$ cat src/rtl/mssd_pkg.sv
// Shared types and constants for the MSSD transmit-side frame scheduler.
// Holds the FSM state enum, field widths, line levels and the payload packing helper.
package mssd_pkg;

  localparam int unsigned NREQ    = 4;
  localparam int unsigned IDX_W   = 2;
  localparam int unsigned PORT_W  = 2;
  localparam int unsigned LEN_W   = 4;
  localparam int unsigned DATA_W  = 15;
  localparam int unsigned SHIFT_W = PORT_W + LEN_W + DATA_W;

  localparam logic IDLE_LVL  = 1'b1;
  localparam logic START_LVL = 1'b0;

  typedef enum logic [2:0] {
    StIdle,
    StStart,
    StPort,
    StLen,
    StData,
    StGap
  } state_e;

  // Left-justify the len live data bits so the shifter always emits data[len-1] first.
  function automatic logic [SHIFT_W-1:0] pack_frame(input logic [PORT_W-1:0] port,
                                                    input logic [LEN_W-1:0]  len,
                                                    input logic [DATA_W-1:0] data);
    logic [DATA_W-1:0] aligned;
    aligned = data << (LEN_W'(DATA_W) - len);
    return {port, len, aligned};
  endfunction

endpackage

$ cat src/rtl/mssd_frame_scheduler_if.sv
// Requester/link bundle for the MSSD frame scheduler.
//   master: the requesting sources (drive req/payload, observe grant and line).
//   slave : the scheduler (consumes requests, drives grant, busy, owner and the line).
interface mssd_frame_scheduler_if;
  import mssd_pkg::*;

  logic [NREQ-1:0]        req;
  logic [NREQ*PORT_W-1:0] req_port;
  logic [NREQ*LEN_W-1:0]  req_len;
  logic [NREQ*DATA_W-1:0] req_data;
  logic [NREQ-1:0]        gnt;
  logic                   busy;
  logic [IDX_W-1:0]       owner;
  logic                   ser_out;
  logic                   sample_stb;
  logic                   frame_done;

  modport master (
    output req, req_port, req_len, req_data,
    input  gnt, busy, owner, ser_out, sample_stb, frame_done
  );

  modport slave (
    input  req, req_port, req_len, req_data,
    output gnt, busy, owner, ser_out, sample_stb, frame_done
  );

endinterface

$ cat src/rtl/rr_arbiter4.sv
// Four-input round-robin arbiter.
//   clk_i/rst_ni : clock, async active-low reset (last owner resets to 3)
//   req_i        : request vector
//   en_i         : advance the last-owner pointer to the current winner
//   gnt_o/idx_o  : one-hot winner and its index (combinational)
//   valid_o      : some request is present
//   last_o       : last granted index
module rr_arbiter4
  import mssd_pkg::*;
(
  input  logic             clk_i,
  input  logic             rst_ni,
  input  logic [NREQ-1:0]  req_i,
  input  logic             en_i,
  output logic [NREQ-1:0]  gnt_o,
  output logic [IDX_W-1:0] idx_o,
  output logic             valid_o,
  output logic [IDX_W-1:0] last_o
);

  logic [IDX_W-1:0] last_q, last_d;

  // Search starts one past the last owner; the last owner itself is checked last.
  always_comb begin
    logic [IDX_W-1:0] cand;
    cand    = '0;
    gnt_o   = '0;
    idx_o   = '0;
    valid_o = 1'b0;
    for (int k = 1; k <= NREQ; k++) begin
      cand = last_q + IDX_W'(k);
      if (!valid_o && req_i[cand]) begin
        valid_o     = 1'b1;
        idx_o       = cand;
        gnt_o[cand] = 1'b1;
      end
    end
  end

  always_comb begin
    last_d = last_q;
    if (en_i && valid_o) last_d = idx_o;
  end

  always_ff @(posedge clk_i or negedge rst_ni) begin
    if (!rst_ni) last_q <= IDX_W'(NREQ - 1);
    else         last_q <= last_d;
  end

  assign last_o = last_q;

endmodule

$ cat src/rtl/mssd_frame_scheduler.sv
// MSSD transmit frame scheduler: arbitrates four requesters round-robin and serialises the
// winner's frame (start, port, len, data) onto ser_out, followed by an idle gap.
//   clk_i/rst_ni : clock, async active-low reset (line forced idle, frame abandoned)
//   bus          : slave side of mssd_frame_scheduler_if (requests in; gnt, busy, owner,
//                  ser_out, sample_stb, frame_done out)
module mssd_frame_scheduler
  import mssd_pkg::*;
#(
  parameter int unsigned BIT_DIV  = 8,
  parameter int unsigned GAP_BITS = 2
) (
  input logic                   clk_i,
  input logic                   rst_ni,
  mssd_frame_scheduler_if.slave bus
);

  localparam int unsigned PreW = $clog2(BIT_DIV);
  localparam int unsigned CntW = ($clog2(GAP_BITS) > LEN_W) ? $clog2(GAP_BITS) : LEN_W;
  localparam logic [PreW-1:0] PreLast = PreW'(BIT_DIV - 1);
  localparam logic [PreW-1:0] PreMid  = PreW'(BIT_DIV / 2);
  localparam logic [CntW-1:0] GapLoad = CntW'(GAP_BITS - 1);

  state_e               state_q, state_d;
  logic [PreW-1:0]      pre_q, pre_d;
  logic [CntW-1:0]      bit_q, bit_d;
  logic [SHIFT_W-1:0]   shift_q, shift_d;
  logic [LEN_W-1:0]     len_q, len_d;
  logic [NREQ-1:0]      gnt_q, gnt_d;

  logic [NREQ-1:0]      arb_gnt;
  logic [IDX_W-1:0]     arb_idx;
  logic [IDX_W-1:0]     arb_last;
  logic                 arb_valid;
  logic                 grant_now;
  logic                 bit_end;
  logic                 last_bit;
  logic [PORT_W-1:0]    sel_port;
  logic [LEN_W-1:0]     sel_len;
  logic [DATA_W-1:0]    sel_data;

  rr_arbiter4 u_arb (
    .clk_i   (clk_i),
    .rst_ni  (rst_ni),
    .req_i   (bus.req),
    .en_i    (grant_now),
    .gnt_o   (arb_gnt),
    .idx_o   (arb_idx),
    .valid_o (arb_valid),
    .last_o  (arb_last)
  );

  assign bit_end  = (pre_q == PreLast);
  assign last_bit = bit_end && (bit_q == '0);
  // A frame may start straight out of the last gap cycle, so back-to-back requests see no idle.
  assign grant_now = arb_valid && ((state_q == StIdle) || ((state_q == StGap) && last_bit));

  always_comb begin
    sel_port = '0;
    sel_len  = '0;
    sel_data = '0;
    for (int i = 0; i < NREQ; i++) begin
      if (arb_gnt[i]) begin
        sel_port = bus.req_port[i*PORT_W +: PORT_W];
        sel_len  = bus.req_len[i*LEN_W +: LEN_W];
        sel_data = bus.req_data[i*DATA_W +: DATA_W];
      end
    end
  end

  // Next-state: bit_q holds bits remaining minus one in the current state.
  always_comb begin
    state_d = state_q;
    pre_d   = bit_end ? '0 : pre_q + 1'b1;
    bit_d   = bit_q;
    shift_d = shift_q;
    len_d   = len_q;
    gnt_d   = '0;
    unique case (state_q)
      StIdle: pre_d = '0;
      StStart: begin
        if (bit_end) begin
          state_d = StPort;
          bit_d   = CntW'(PORT_W - 1);
        end
      end
      StPort: begin
        if (bit_end) begin
          shift_d = shift_q << 1;
          if (bit_q == '0) begin
            state_d = StLen;
            bit_d   = CntW'(LEN_W - 1);
          end else begin
            bit_d = bit_q - 1'b1;
          end
        end
      end
      StLen: begin
        if (bit_end) begin
          shift_d = shift_q << 1;
          if (bit_q != '0) begin
            bit_d = bit_q - 1'b1;
          end else if (len_q == '0) begin
            state_d = StGap;
            bit_d   = GapLoad;
          end else begin
            state_d = StData;
            bit_d   = CntW'(len_q) - 1'b1;
          end
        end
      end
      StData: begin
        if (bit_end) begin
          shift_d = shift_q << 1;
          if (bit_q == '0) begin
            state_d = StGap;
            bit_d   = GapLoad;
          end else begin
            bit_d = bit_q - 1'b1;
          end
        end
      end
      StGap: begin
        if (bit_end) begin
          if (bit_q == '0) state_d = StIdle;
          else             bit_d   = bit_q - 1'b1;
        end
      end
      default: state_d = StIdle;
    endcase
    if (grant_now) begin
      state_d = StStart;
      pre_d   = '0;
      bit_d   = '0;
      shift_d = pack_frame(sel_port, sel_len, sel_data);
      len_d   = sel_len;
      gnt_d   = arb_gnt;
    end
  end

  always_ff @(posedge clk_i or negedge rst_ni) begin
    if (!rst_ni) begin
      state_q <= StIdle;
      pre_q   <= '0;
      bit_q   <= '0;
      shift_q <= '0;
      len_q   <= '0;
      gnt_q   <= '0;
    end else begin
      state_q <= state_d;
      pre_q   <= pre_d;
      bit_q   <= bit_d;
      shift_q <= shift_d;
      len_q   <= len_d;
      gnt_q   <= gnt_d;
    end
  end

  // Outputs decode registered state only; reset drives the line idle asynchronously.
  always_comb begin
    bus.gnt        = gnt_q;
    bus.busy       = (state_q != StIdle);
    bus.owner      = arb_last;
    bus.ser_out    = IDLE_LVL;
    bus.sample_stb = 1'b0;
    bus.frame_done = 1'b0;
    unique case (state_q)
      StIdle, StGap: bus.ser_out = IDLE_LVL;
      StStart: begin
        bus.ser_out    = START_LVL;
        bus.sample_stb = (pre_q == PreMid);
      end
      StPort: begin
        bus.ser_out    = shift_q[SHIFT_W-1];
        bus.sample_stb = (pre_q == PreMid);
      end
      StLen: begin
        bus.ser_out    = shift_q[SHIFT_W-1];
        bus.sample_stb = (pre_q == PreMid);
        bus.frame_done = last_bit && (len_q == '0);
      end
      StData: begin
        bus.ser_out    = shift_q[SHIFT_W-1];
        bus.sample_stb = (pre_q == PreMid);
        bus.frame_done = last_bit;
      end
      default: bus.ser_out = IDLE_LVL;
    endcase
  end

endmodule

$ cat src/flat_wrapper.sv
// flat-port wrapper written by rule: the top's interface ports become plain ports
module mssd_frame_scheduler_flat import mssd_pkg::*;
#(
  parameter int unsigned BIT_DIV  = 8,
  parameter int unsigned GAP_BITS = 2
)
  (clk_i, rst_ni, bus_req, bus_req_port, bus_req_len, bus_req_data, bus_gnt, bus_busy, bus_owner, bus_ser_out, bus_sample_stb, bus_frame_done);
  mssd_frame_scheduler_if bus_i ();
  input logic clk_i;
  input logic rst_ni;
  input wire logic [$bits(bus_i.req)-1:0] bus_req;
  input wire logic [$bits(bus_i.req_port)-1:0] bus_req_port;
  input wire logic [$bits(bus_i.req_len)-1:0] bus_req_len;
  input wire logic [$bits(bus_i.req_data)-1:0] bus_req_data;
  output wire logic [$bits(bus_i.gnt)-1:0] bus_gnt;
  output wire logic [$bits(bus_i.busy)-1:0] bus_busy;
  output wire logic [$bits(bus_i.owner)-1:0] bus_owner;
  output wire logic [$bits(bus_i.ser_out)-1:0] bus_ser_out;
  output wire logic [$bits(bus_i.sample_stb)-1:0] bus_sample_stb;
  output wire logic [$bits(bus_i.frame_done)-1:0] bus_frame_done;
  assign bus_i.req = bus_req;
  assign bus_i.req_port = bus_req_port;
  assign bus_i.req_len = bus_req_len;
  assign bus_i.req_data = bus_req_data;
  assign bus_gnt = bus_i.gnt;
  assign bus_busy = bus_i.busy;
  assign bus_owner = bus_i.owner;
  assign bus_ser_out = bus_i.ser_out;
  assign bus_sample_stb = bus_i.sample_stb;
  assign bus_frame_done = bus_i.frame_done;
  mssd_frame_scheduler #(.BIT_DIV(BIT_DIV), .GAP_BITS(GAP_BITS)) u_core (.clk_i(clk_i), .rst_ni(rst_ni), .bus(bus_i));
endmodule
$ cat config.mk
export PLATFORM = sky130hd
export DESIGN_NAME = mssd_frame_scheduler_flat
export DESIGN_NICKNAME = d
export VERILOG_FILES = /design/src/rtl/mssd_pkg.sv /design/src/rtl/mssd_frame_scheduler_if.sv /design/src/rtl/rr_arbiter4.sv /design/src/rtl/mssd_frame_scheduler.sv /design/src/flat_wrapper.sv
export SDC_FILE = /design/constraint.sdc
export NUM_CORES = 1
export LEC_CHECK = 0
export BUFFER_PORTS_ARGS = -buffer_cell sky130_fd_sc_hd__buf_2
export CAP_MARGIN = 20
export CELL_PAD_IN_SITES_DETAIL_PLACEMENT = 2
export CELL_PAD_IN_SITES_GLOBAL_PLACEMENT = 2
export CORE_AREA = 5 5 111 123
export DETAILED_ROUTE_END_ITERATION = 8
export DIE_AREA = 0 0 116 128
export PLACE_DENSITY_LB_ADDON = 0.08
export REMOVE_ABC_BUFFERS = 1
export SKIP_CTS_REPAIR_TIMING = 1
export SLEW_MARGIN = 20
export SYNTH_ARGS = -nofsm -noshare
export SYNTH_HDL_FRONTEND = slang
export SYNTH_SLANG_ARGS = --single-unit
$ cat constraint.sdc
create_clock -name clk_i -period 5.9 [get_ports clk_i]
set_clock_uncertainty 0.05 [all_clocks]
set_input_delay 0.885 -clock clk_i [delete_from_list [all_inputs] [get_ports clk_i]]
set_output_delay 0.885 -clock clk_i [all_outputs]
set_load 0.005 [all_outputs]
== Word-level counts from Yosys, hierarchy flattened ==
Index checks and enable logic that the tools add are counted.

* Flip-flop bits (word level): 41
* Input bits: 90
* Output and inout bits: 10
* Word-level logic and storage cells: 148

* Add/subtract/negate cells: 7
* Magnitude comparators: 8
* Equality and inequality tests: 18
* Shifts and indexed selects: 1
* Multiplexer cells: 73
* Bitwise operators: 4
* Reduce and logical (&&, ||, !) cells: 30

{| class="wikitable"
|+ Operators with widths
! operator !! number
|-
| two-way mux 4 bit || 20
|-
| two-way mux 21 bit || 3
|-
| two-way mux 15 bit || 4
|-
| two-way mux 3 bit || 13
|-
| inequality test 3 x 2 -> 1 bit (second input constant) || 8
|-
| case mux 4 bit (5 select lines) || 1
|-
| case mux 3 bit (6 select lines) || 1
|-
| left shift 15 x 4 -> 15 bit || 1
|-
| two-way mux 1 bit || 14
|-
| two-way mux 2 bit || 7
|-
| == test 3 bit (second input constant) || 4
|-
| logical AND 1 bit || 12
|-
| < comparator 2 x 3 -> 1 bit (second input constant) || 4
|-
| bitwise OR 4 bit || 3
|-
| AND reduction 10 bit || 1
|-
| binary-select mux 1 bit (select 2 bit) || 4
|-
| demux 1 bit (select 2 bit) || 4
|-
| >= comparator 2 x 1 -> 1 bit (second input constant) || 4
|-
| logical NOT 4 bit || 2
|-
| subtractor 4 x 1 -> 4 bit (second input constant) || 2
|-
| AND reduction 7 bit || 1
|-
| == test 3 x 2 -> 1 bit (second input constant) || 2
|-
| inequality test 3 bit (second input constant) || 2
|-
| nonzero test 6 bit || 1
|-
| other kinds (17) || 23
|}

== Logic depth before layout (Yosys ltp) ==
Gate-level depths: netlist of the first run.

* Depth in word-level cells: 20
* Gate-level depth with buffers: 19
* Depth with buffers taken out: 12

== By module ==
From an unflattened synthesis of the first run, not the netlist that was laid out.

* Cell total of the unflattened synthesis: 453
* Area total of the unflattened synthesis: 3708.6 um2

{| class="wikitable"
|+ Modules (own cells, without submodules)
! module !! times used !! cells each !! area each (um2) !! sequential area each (um2)
|-
| mssd_frame_scheduler || 1 || 387 || 3119.2 || 975.9
|-
| rr_arbiter4 || 1 || 66 || 589.3 || 52.6
|}

== Least setup slack after synthesis of the first run ==
OpenSTA, ideal clock, no wires.

* Path type: reg-to-reg
* From: reg u_core.u_arb.last_q[0] (netlist: u_core.u_arb.last_o[0])
* To: reg u_core.shift_q[14]
* Setup time: 0.143 ns
* Arrival: 4.458 ns
* Required time: 5.707 ns
* Path slack: 1.249 ns
* Cell stages (with the launch flop): 19
* Buffers on the path: 6
* Clock period less this slack: 4.651 ns
* Path through: dfstp_2 buf_6 clkbuf_1 buf_2 inv_1 ha_1 clkbuf_1 mux4_2 nor3b_4 a221oi_2 o211ai_2 o22ai_1 or2_1 buf_6 buf_12 mux2i_1 o21a_1 a222oi_1 o211ai_1

* Longest elaborated chain between the ends: 20
* Elaborated cells on any way between the ends: 63
* Classes of those cells: add/sub (4); order compare (8); shift (1); mux (33); bitwise (3); reduce/logical (14)

{| class="wikitable"
|+ RTL lines
! element !! RTL line !! text
|-
| from (decl) || rr_arbiter4.sv:21 || <nowiki>logic [IDX_W-1:0] last_q, last_d;</nowiki>
|-
| from (signal assigned) || rr_arbiter4.sv:46 || <nowiki>if (!rst_ni) last_q <= IDX_W'(NREQ - 1);</nowiki>
|-
| from (signal assigned) || rr_arbiter4.sv:47 || <nowiki>else last_q <= last_d;</nowiki>
|-
| branches (longest 20 deep; another with < comparator 2 x 3 -> 1 bit) || n/a ||
|-
| to (signal assigned) || mssd_frame_scheduler.sv:152 || <nowiki>shift_q <= shift_d;</nowiki>
|-
| to (decl) || mssd_frame_scheduler.sv:26 || <nowiki>logic [SHIFT_W-1:0] shift_q, shift_d;</nowiki>
|}

Parallel ways; which one is timed is not known. The select of a mux whose other input is x is not followed.
A chain may end at the register's enable or synchronous reset.

== Final worst setup path of the first run ==
* From: reg u_core.u_arb.last_q[1] (netlist: u_core.u_arb.last_o[1])
* To: reg u_core.shift_q[8]

Same word-level chain as after synthesis.

==> impl_results.md, run 1 <==
- Synth async-reset ratio: 100%
- Starting Density: 31.0%
- Half-perimeter wire length after placement: 11000 um
- Final WL: 13700 um
- Clock Sinks: 41
- Worst setup SP type: register
- Max FO, Critical Path: 17
- Finished Layout Cells: 670
- Share of layout cells above drive strength 1: 30.2%
- Seq/Total Area, Yosys: 26.9%
- Nets: 618
- Max Root-Sink Buffers: 2
- Setup TNS: 0 ps
- CP delay by family, top: compound AO/OA/AOI/OAI gates
- Hold endpoint: u_core.shift_q[1]$_DFFE_PN0P_
- Ports: 100
- Post-Syn Area: 3830 sq um
- Initial antenna violation count: 0
- Std-Cell Rows: 43
- Die area: 14800 sq um
- Worst-Skew Late Latency: 290 ps
- Hold Violations, Final: 0
- Crit path time final: 5120 ps
- CP arrival: 5270 ps
- FF-to-FF setup slack: 780 ps
- DP Cell Count: 662
- Cell Chain, Critical Path: inv_1, ha_1, mux2i_1, o22ai_1, a221o_1, a221oi_4, buf_4, a221o_1, o221ai_1, nor3_1, o2bb2ai_1, o21ai_0, o21ai_1
- Hold wc startpoint: u_core.shift_q[1]$_DFFE_PN0P_
- Slowest stage delay, CP: 790 ps
- Top_reg_cell synth: dfrtp_1
- Dpl cell area: 4410 sq um
- Fin area: 4580 sq um
- Yosys reg bits: 41
- Number of global-route vias before repair: 4109
- Crit path buf inv count: 2
- # fillers: 1398
- CP dominant cell by count: a221o_1
- RR Startpoint: u_core.u_arb.last_o[1]$_DFFE_PN1P_
- Fmax: 0.195 GHz
- Period utilization: 86.7%
- Hold depth: 1
- Die span in y: 128 um
- Slew Limit Fails: 0
- Die width: 116 um
- Rel. slew slack: 35.8%
- Gpl congestion: 0.823
- Max-cap violations: 0
- Post-synth EDFFs: 0
- Ys Warns: 0
- TritonRoute pass-1 iters: 6
- WL/cell: 20.5 um
- TritonCTS clock tree: yes
- Drt via density: 5.68
- Distinct cells, synth: 63
- Area grow syn2layout: 19.7%
- Drt drc: 0
- CTS H-tree depth: 2
- Hold crit path type: reg -> reg
- Gr usage total: 18.7%
- Hold Worst Slack: 436 ps
- Critical path type: reg -> reg
- Largest net degree at the start of global routing: 42
- Total grt overflow: 0
- IO Port Bufs: 99
- RSZ-0062 raised after global routing: no
- CTS buffer count: 5
- Syn_area_per_cell: 8.91 sq um
- Vias: 3808
- Drt initial violations: 138
- Slowest stage cell, crit path: nor3_1
- Core Box Area: 12400 sq um
- Antenna diodes: 0
- Crit path capture type: register
- Worst R2R End: u_core.shift_q[8]$_DFFE_PN0P_
- Clock root buffer master: clkbuf_16
- Post-synthesis cell count: 430
- Reg clk slew, reported paths: 60 ps
- Worst EP required: 6060 ps
- Antenna Nets Post-Route: 0
- Status: completed
- Register-to-Register Path Depth: 13
- Worst-margin pin slew: 963 ps
- Final setup fails: 0
- First-pass GRT wire length: 22000 um
-- stage by stage --
step | worst slack (ps) | utilization, %
final | 784 | 37.0
after global routing | 392 | 37.0
after CTS | 773 | 37.0
after detailed placement | 808 | 35.7
after global placement | 1010 | 35.7
after floorplan | 1110 | -
-- flip-flops by register name (all words and copies together) (netlist names) --
register / cells
u_core.bit_q: 4
u_core.bus.gnt: 4
u_core.len_q: 4
u_core.pre_q: 3
u_core.shift_q: 21
u_core.state_q: 3
u_core.u_arb.last_o: 2
-- Yosys cell counts (all sizes together), types with 8 or more instances --
cell     n  share of area [%]
a21oi   16                2.1
a221o   22                5.7
a31oi    9                1.5
and2     9                1.5
buf     15                3.2
clkbuf  19                2.0
dfrtp   39                 25
ha      16                5.2
inv     15                1.5
mux2    15                4.4
mux2i   28                7.4
nand2   39                3.8
nor2    28                2.7
nor3    11                1.4
o211ai   8                1.7
o21ai   34                4.4
o221ai  15                3.4
o22ai   12                2.3
-- layout by cell type (no fill, tap or decap), types with 7 or more instances in the layout --
cell type,instances
o21ai_0,29
nor2_1,28
o221ai_1,15
ha_1,16
a221o_1,22
and2_1,8
buf_4,10
dfrtp_1,39
a21oi_1,16
mux2_2,15
nand2_1,39
a31oi_1,9
mux2i_1,27
o22ai_1,10
buf_2,99
o211ai_1,7
inv_1,15
nor3_1,11
-- worst max path at each step --
stage / startpoint / endpoint / slack (ps) / depth (start not counted)
2_1_floorplan: u_core.u_arb.last_o[0]$_DFFE_PN1P_ / u_core.shift_q[8]$_DFFE_PN0P_ / 1110 / 10
3_3_place_gp: u_core.u_arb.last_o[1]$_DFFE_PN1P_ / u_core.shift_q[8]$_DFFE_PN0P_ / 1010 / 13
3_5_place_dp: u_core.u_arb.last_o[1]$_DFFE_PN1P_ / u_core.shift_q[14]$_DFFE_PN0P_ / 810 / 12
4_1_cts: u_core.u_arb.last_o[1]$_DFFE_PN1P_ / u_core.shift_q[14]$_DFFE_PN0P_ / 770 / 12
5_1_grt: u_core.u_arb.last_o[1]$_DFFE_PN1P_ / u_core.shift_q[14]$_DFFE_PN0P_ / 390 / 12
6_report: u_core.u_arb.last_o[1]$_DFFE_PN1P_ / u_core.shift_q[8]$_DFFE_PN0P_ / 780 / 13
-- worst register-to-register path, stage by stage (launching register included) --
cell and delay [ps]:
dfstp_2 660, inv_1 160, ha_1 480, mux2i_1 590, o22ai_1 200, a221o_1 370
a221oi_4 420, buf_4 310, a221o_1 210, o221ai_1 350, nor3_1 800, o2bb2ai_1 190
o21ai_0 130, o21ai_1 100
-- final cells by class --
class	instances	area, sq um	share of cell area, %
clock inverters	3	46.3	1.01
well taps	157	196	4.28
clock buffers	5	125	2.73
flip-flops and latches	41	1030	22.4
repair buffers	109	571	12.4
inverters	16	60.1	1.31
multi-input cells	339	2560	55.8
-- layer usage --
layer  vias up  global-route usage (%)  part of all wire (%)
met5         -                       0                     0
met1      1886                    23.5                    44
met3        11                    3.82                   4.7
met2        97                    32.9                    50
li1       1814                       -                     -
met4         0                    4.10                   1.1
-- cells by family (layout without fill, tap and decap cells) --
group,after synthesis,in the layout,share of synthesized area (%)
multiplexers,47,47,14.2
adder cells (fa/ha/maj),16,16,5.23
XOR/XNOR,5,5,1.14
AND/OR/NAND/NOR,120,120,15.4
buffers and inverters,50,133,6.73
AO/OA/AOI/OAI,151,151,30.4
flip-flops,41,41,26.9
Power of run 1 is not shown: default switching activity piles up to over one toggle a cycle in this logic, so the estimate is an artifact.
==> run 2: changes to the inputs <==
--- a/config.mk
+++ b/config.mk
@@ -18,4 +18,5 @@
 export SLEW_MARGIN = 20
 export SYNTH_ARGS = -nofsm -noshare
 export SYNTH_HDL_FRONTEND = slang
+export SYNTH_HIERARCHICAL = 1
 export SYNTH_SLANG_ARGS = --single-unit
==> run 2 against run 1 <==
  * Cell count rose by 2.4%
  * Maximum frequency rose by 4.5%
  * Non-clock buffer count fell by 2
  * Critical path depth rose by 1
  * Largest cell class unchanged
==> impl_results.md, run 2 <==
- Status: completed
- Ports: 100 (unchanged)
- Reg clk slew, reported paths: 60 ps (about the same)
- Critical path type: reg -> reg
- Total grt overflow: 0 (unchanged)
- Hold wc startpoint: u_core/shift_q[0]$_DFFE_PN0P_
- Hold endpoint: u_core/shift_q[0]$_DFFE_PN0P_
- Largest net degree at the start of global routing: 42 (unchanged)
- Die area: 14800 sq um (unchanged)
- Worst R2R End: u_core/shift_q[2]$_DFFE_PN0P_
- Slowest stage delay, CP: 800 ps (about the same)
- Die width: 116 um (unchanged)
- Worst setup SP type: register
- Hold Violations, Final: 0 (unchanged)
- Worst-Skew Late Latency: 290 ps (about the same)
- Crit path time final: 4900 ps (-219 ps)
- Post-synthesis cell count: 449 (+4.4%)
- Clock root buffer master: clkbuf_16
- Share of layout cells above drive strength 1: 26.3% (-3.9 points)
- Most frequent cells in the layout: buf_2, nor2_1, dfrtp_1
- Final WL: 13600 um (-1.1%)
- Fmax: 0.204 GHz (+4.5%)
- Slowest stage cell, crit path: dfstp_2
- Std-Cell Rows: 43 (unchanged)
- Drt drc: 0 (unchanged)
- Gpl congestion: 0.862 (+4.7%)
- Ys Warns: 6 (+6)
- Period utilization: 83.0% (-3.7 points)
- Syn_area_per_cell: 8.22 sq um (-7.7%)
- Slew Limit Fails: 0 (unchanged)
- Commonest non-fill, non-tap cell in the layout: buf_2
- Max-cap violations: 0 (unchanged)
- Number of global-route vias before repair: 4297 (+4.6%)
- WL/cell: 19.8 um (-3.4%)
- Final setup fails: 0 (unchanged)
- TritonRoute pass-1 iters: 4 (-2)
- Crit path capture type: register
- Rel. slew slack: 52.5% (+17 points)
- Hold crit path type: reg -> reg
- Drt initial violations: 76 (-45%)
- CTS buffer count: 5 (unchanged)
- # fillers: 1468 (+5.0%)
- Antenna diodes: 0 (unchanged)
- IO Port Bufs: 99 (unchanged)
- RR Startpoint: u_core/u_arb/last_o[0]$_DFFE_PN1P_
- Final WS setup: 1000 ps (+219 ps)
- Hold depth: 2 (+1)
- Area grow syn2layout: 19.8% (about the same)
- Die span in y: 128 um (unchanged)
- TritonCTS clock tree: yes
- Starting Density: 29.8% (-1.1 points)
- FF-to-FF setup slack: 1000 ps (+220 ps)
- Antenna Nets Post-Route: 0 (unchanged)
- Max Root-Sink Buffers: 2 (unchanged)
- CP arrival: 5050 ps (-220 ps)
- Vias: 3857 (+1.3%)
- Cell Chain, Critical Path: inv_1, ha_1, mux4_2, nor2b_4, a22o_1, a221o_1, nand2b_1, buf_4, o22ai_1, nor2_1, nand2_1, nor2_1, nand2_1, a21oi_1
- First-pass GRT wire length: 22500 um (+2.0%)
- Max FO, Critical Path: 22 (+5)
- Drt via density: 5.62 (-1.1%)
- CTS H-tree depth: 2 (unchanged)
- Post-Syn Area: 3690 sq um (-3.7%)
- Initial antenna violation count: 0 (unchanged)
- Core Box Area: 12400 sq um (unchanged)
- RSZ-0062 raised after global routing: no
- Clock Sinks: 41 (unchanged)
- DP Worst Slack: 1040 ps (+229 ps)
- Gr usage total: 18.8% (+0.12 points)
- Worst-margin pin slew: 713 ps (-250 ps)
- Nets: 633 (+2.4%)
- Max reg flops: 21 (unchanged)
- Most flops, register: u_core/shift_q
- Worst EP required: 6060 ps (about the same)
- Half-perimeter wire length after placement: 10500 um (-4.2%)
- Register-to-Register Path Depth: 14 (+1)
- Setup TNS: 0 ps (unchanged)
run 2: cell count changes in the layout (fill, tap and decap cells not counted), moves of 5 or more:
| cell | delta |
|---|---|
| o31ai_1 | +5 |
| mux2i_1 | -7 |
| a221oi_1 | +13 |
| and2_1 | -5 |
| o22ai_1 | +12 |
| mux2_2 | -15 |
| nor2_1 | +14 |
| nor3_1 | +20 |
| o221ai_1 | -10 |
| a221o_1 | -16 |
| a31oi_1 | -6 |
| nor3_2 | +5 |
| a21oi_1 | +14 |
run 2: stage by stage:
stage	std cells	hold WS, ps	area [sq um]	utilization [%]
floorplan	414	393	3490	-
global placement	678	425	4250	34.3
detailed placement	678	439	4250	34.3
CTS	686	453	4420	35.7
global route	686	475	4420	35.7
finish	686	451	4420	35.7
run 2: final cells by class:
cell class	instances	area [sq um]	area share, %
inverters	19	71.3	1.61
clock inverters	3	46.3	1.05
multi-input cells	354	2390	54.2
well taps	157	196	4.44
flip-flops and latches	41	1030	23.3
clock buffers	5	125	2.83
repair buffers	107	558	12.6
run 2: how the worst max path moves through the flow:
stage	slack [ps]	to	cells after the start	startpoint
floorplan	1260	u_core/shift_q[8]$_DFFE_PN0P_	12	u_core/u_arb/last_o[0]$_DFFE_PN1P_
global placement	1220	u_core/shift_q[7]$_DFFE_PN0P_	13	u_core/u_arb/last_o[0]$_DFFE_PN1P_
detailed placement	1040	u_core/shift_q[12]$_DFFE_PN0P_	12	bus_req[1]
CTS	980	u_core/shift_q[2]$_DFFE_PN0P_	14	u_core/u_arb/last_o[0]$_DFFE_PN1P_
global route	560	u_core/shift_q[2]$_DFFE_PN0P_	14	u_core/u_arb/last_o[0]$_DFFE_PN1P_
finish	1000	u_core/shift_q[2]$_DFFE_PN0P_	14	u_core/u_arb/last_o[0]$_DFFE_PN1P_
run 2: worst max-delay path, delay by kind of cell, from the launching register on:
family / cells / cell delay (ps)
simple gates: 6 / 1830
buf+inv: 2 / 430
flops: 1 / 800
compound gates: 4 / 830
mux: 1 / 410
fa+ha+maj: 1 / 440
run 2: routing by layer:
metal	vias up	global-route usage, %	routed length [um]
met5	-	0	0
met4	0	4.30	157
met3	10	3.82	690
met2	84	31.9	6490
met1	1906	24.7	6240
li1	1857	-	-
Power of run 2 is left out for the same reason.
==> run 3: changes to the inputs <==
==> constraint.sdc (replaced) <==
create_clock -name clk_i -period 5 [get_ports clk_i]
set_clock_uncertainty 0.05 [all_clocks]
set_input_delay 0.75 -clock clk_i [delete_from_list [all_inputs] [get_ports clk_i]]
set_output_delay 0.75 -clock clk_i [all_outputs]
set_load 0.005 [all_outputs]
==> run 3 against run 2 <==
  * Routed wire length decreased by 1.3%
  * Die area unchanged
  * Largest cell class unchanged
  * Critical path type unchanged
  * Critical endpoint is now u_core/shift_q[7]$_DFFE_PN0P_
  * First-iteration DRC count increased by 5.3%
  * Critical path depth decreased by 1
  * Cell count increased by 0.58%
==> impl_results.md, run 3 (same netlist as run 2, synthesis figures left out) <==
- Vias: 3794 (-1.6%)
- Final setup fails: 0 (unchanged)
- Ports: 100 (unchanged)
- CP dominant cell by count: mux2i_1
- Most flops, register: u_core/shift_q
- TritonRoute pass-1 iters: 4 (unchanged)
- FF-to-FF setup slack: 340 ps (-660 ps)
- IO Port Bufs: 99 (unchanged)
- Most frequent cells in the layout: buf_2, nor2_1, dfrtp_1
- Number of global-route vias before repair: 4315 (+0.42%)
- Final WL: 13400 um (-1.3%)
- Max-cap violations: 0 (unchanged)
- Slowest stage delay, CP: 790 ps (about the same)
- Nets: 637 (+0.63%)
- Worst-Skew Late Latency: 280 ps (about the same)
- Status: completed
- Gpl congestion: 0.804 (-6.8%)
- Crit. path cell count: 13 (-1)
- Max FO, Critical Path: 22 (unchanged)
- CTS H-tree depth: 2 (unchanged)
- Starting Density: 29.8% (unchanged)
- Largest net degree at the start of global routing: 42 (unchanged)
- Antenna diodes: 0 (unchanged)
- Period utilization: 93.2% (+10 points)
- Max reg flops: 21 (unchanged)
- Die span in y: 128 um (unchanged)
- Drt initial violations: 80 (+5.3%)
- Die width: 116 um (unchanged)
- Crit path buf inv count: 1 (-1)
- Hold depth: 1 (-1)
- Crit path time final: 4660 ps (-238 ps)
- DP Worst Slack: 348 ps (-689 ps)
- Total grt overflow: 0 (unchanged)
- Initial antenna violation count: 0 (unchanged)
- CTS buffer count: 5 (unchanged)
- WL/cell: 19.4 um (-1.9%)
- Half-perimeter wire length after placement: 10500 um (+0.11%)
- Core Box Area: 12400 sq um (unchanged)
- Hold Violations, Final: 0 (unchanged)
- Util after Layout: 35.7% (unchanged)
- Commonest non-fill, non-tap cell in the layout: buf_2
- Share of layout cells above drive strength 1: 26.6% (+0.37 points)
- Die area: 14800 sq um (unchanged)
- CP arrival: 4740 ps (-310 ps)
- Reg clk slew, reported paths: 60 ps (about the same)
- First-pass GRT wire length: 22000 um (-1.8%)
- Fmax: 0.215 GHz (+5.1%)
- Slowest stage cell, crit path: dfstp_2
- Cell Chain, Critical Path: inv_1, ha_1, mux4_2, nor2b_4, a22o_1, a221o_1, nand2b_1, o221a_1, nor3_1, a21oi_1, mux2i_1, mux2i_1, o22ai_1
- Setup TNS: 0 ps (unchanged)
- Crit path capture type: register
- Drt via density: 5.50 (-2.2%)
- Worst EP required: 5080 ps (-980 ps)
- TritonCTS clock tree: yes
- Hold crit path type: reg -> reg
- Clock root buffer master: clkbuf_16
- Final WS setup: 342 ps (-662 ps)
- Gr usage total: 18.4% (-0.41 points)
- Clock Sinks: 41 (unchanged)
- Max Root-Sink Buffers: 2 (unchanged)
- Register-to-Register Path Depth: 13 (-1)
- CP delay by family, top: compound AO/OA/AOI/OAI gates
- Area grow syn2layout: 19.8% (unchanged)
- Worst setup SP type: register
- Slew Limit Fails: 0 (unchanged)
- Drt drc: 0 (unchanged)
- Critical path type: reg -> reg
- Antenna Nets Post-Route: 0 (unchanged)
- Std-Cell Rows: 43 (unchanged)
- Worst-margin pin slew: 947 ps (+234 ps)
- Rel. slew slack: 36.9% (-16 points)
- RSZ-0062 raised after global routing: no
## run 3: cell types whose count changed in the layout (fill, tap and decap cells not counted)
cell        before  now
buf_4            9   12
buf_2           98   99
clkinvlp_4       1    2
bufinv_16        1    0
clkinv_4         1    0
clkbuf_1         0    1
## run 3: worst paths after layout
kind	startpoint	endpoint
hold / removal	u_core/pre_q[0]$_DFF_PN0_	u_core/pre_q[0]$_DFF_PN0_
setup / recovery	u_core/u_arb/last_o[0]$_DFFE_PN1P_	u_core/shift_q[7]$_DFFE_PN0P_
setup reg to reg	u_core/u_arb/last_o[0]$_DFFE_PN1P_	u_core/shift_q[7]$_DFFE_PN0P_
min in group asynchronous	rst_ni	u_core/bit_q[0]$_DFFE_PN0P_
max in group asynchronous	rst_ni	u_core/shift_q[1]$_DFFE_PN0P_
hold reg to reg	u_core/pre_q[0]$_DFF_PN0_	u_core/pre_q[0]$_DFF_PN0_
## run 3: worst reg2reg max path: stages, from the launching register on
cell,delay [ps]
dfstp_2,790
inv_1,180
ha_1,430
mux4_2,420
nor2b_4,200
a22o_1,160
a221o_1,370
nand2b_1,240
o221a_1,660
nor3_1,140
a21oi_1,340
mux2i_1,190
mux2i_1,250
o22ai_1,110
## run 3: routing by layer
| layer | wire, um | global-route usage (%) | part of all wire [%] | up-vias |
|---|---|---|---|---|
| li1 | - | - | - | 1860 |
| met4 | 119 | 3.89 | 0.89 | 0 |
| met2 | 6520 | 31.3 | 49 | 72 |
| met3 | 543 | 3.12 | 4.1 | 6 |
| met5 | 0 | 0 | 0 | - |
| met1 | 6220 | 24.5 | 46 | 1856 |
## run 3: metrics by stage
stage / cell area [sq um] / instances / hold WS, ps
final: 4420 / 690 / 427
after global routing: 4420 / 690 / 455
after CTS: 4420 / 690 / 429
after detailed placement: 4280 / 682 / 413
after global placement: 4280 / 682 / 416
after floorplan: 3490 / 414 / 393
## run 3: final cells by class
type	count	area, sq um
clock buffer	6	129
clock inverter	2	15.0
fill	1465	7950
inverter	19	71.3
multi-input combinational	354	2390
sequential	41	1030
tap	157	196
timing repair buffer	111	586
Power of run 3 is left out for the same reason.
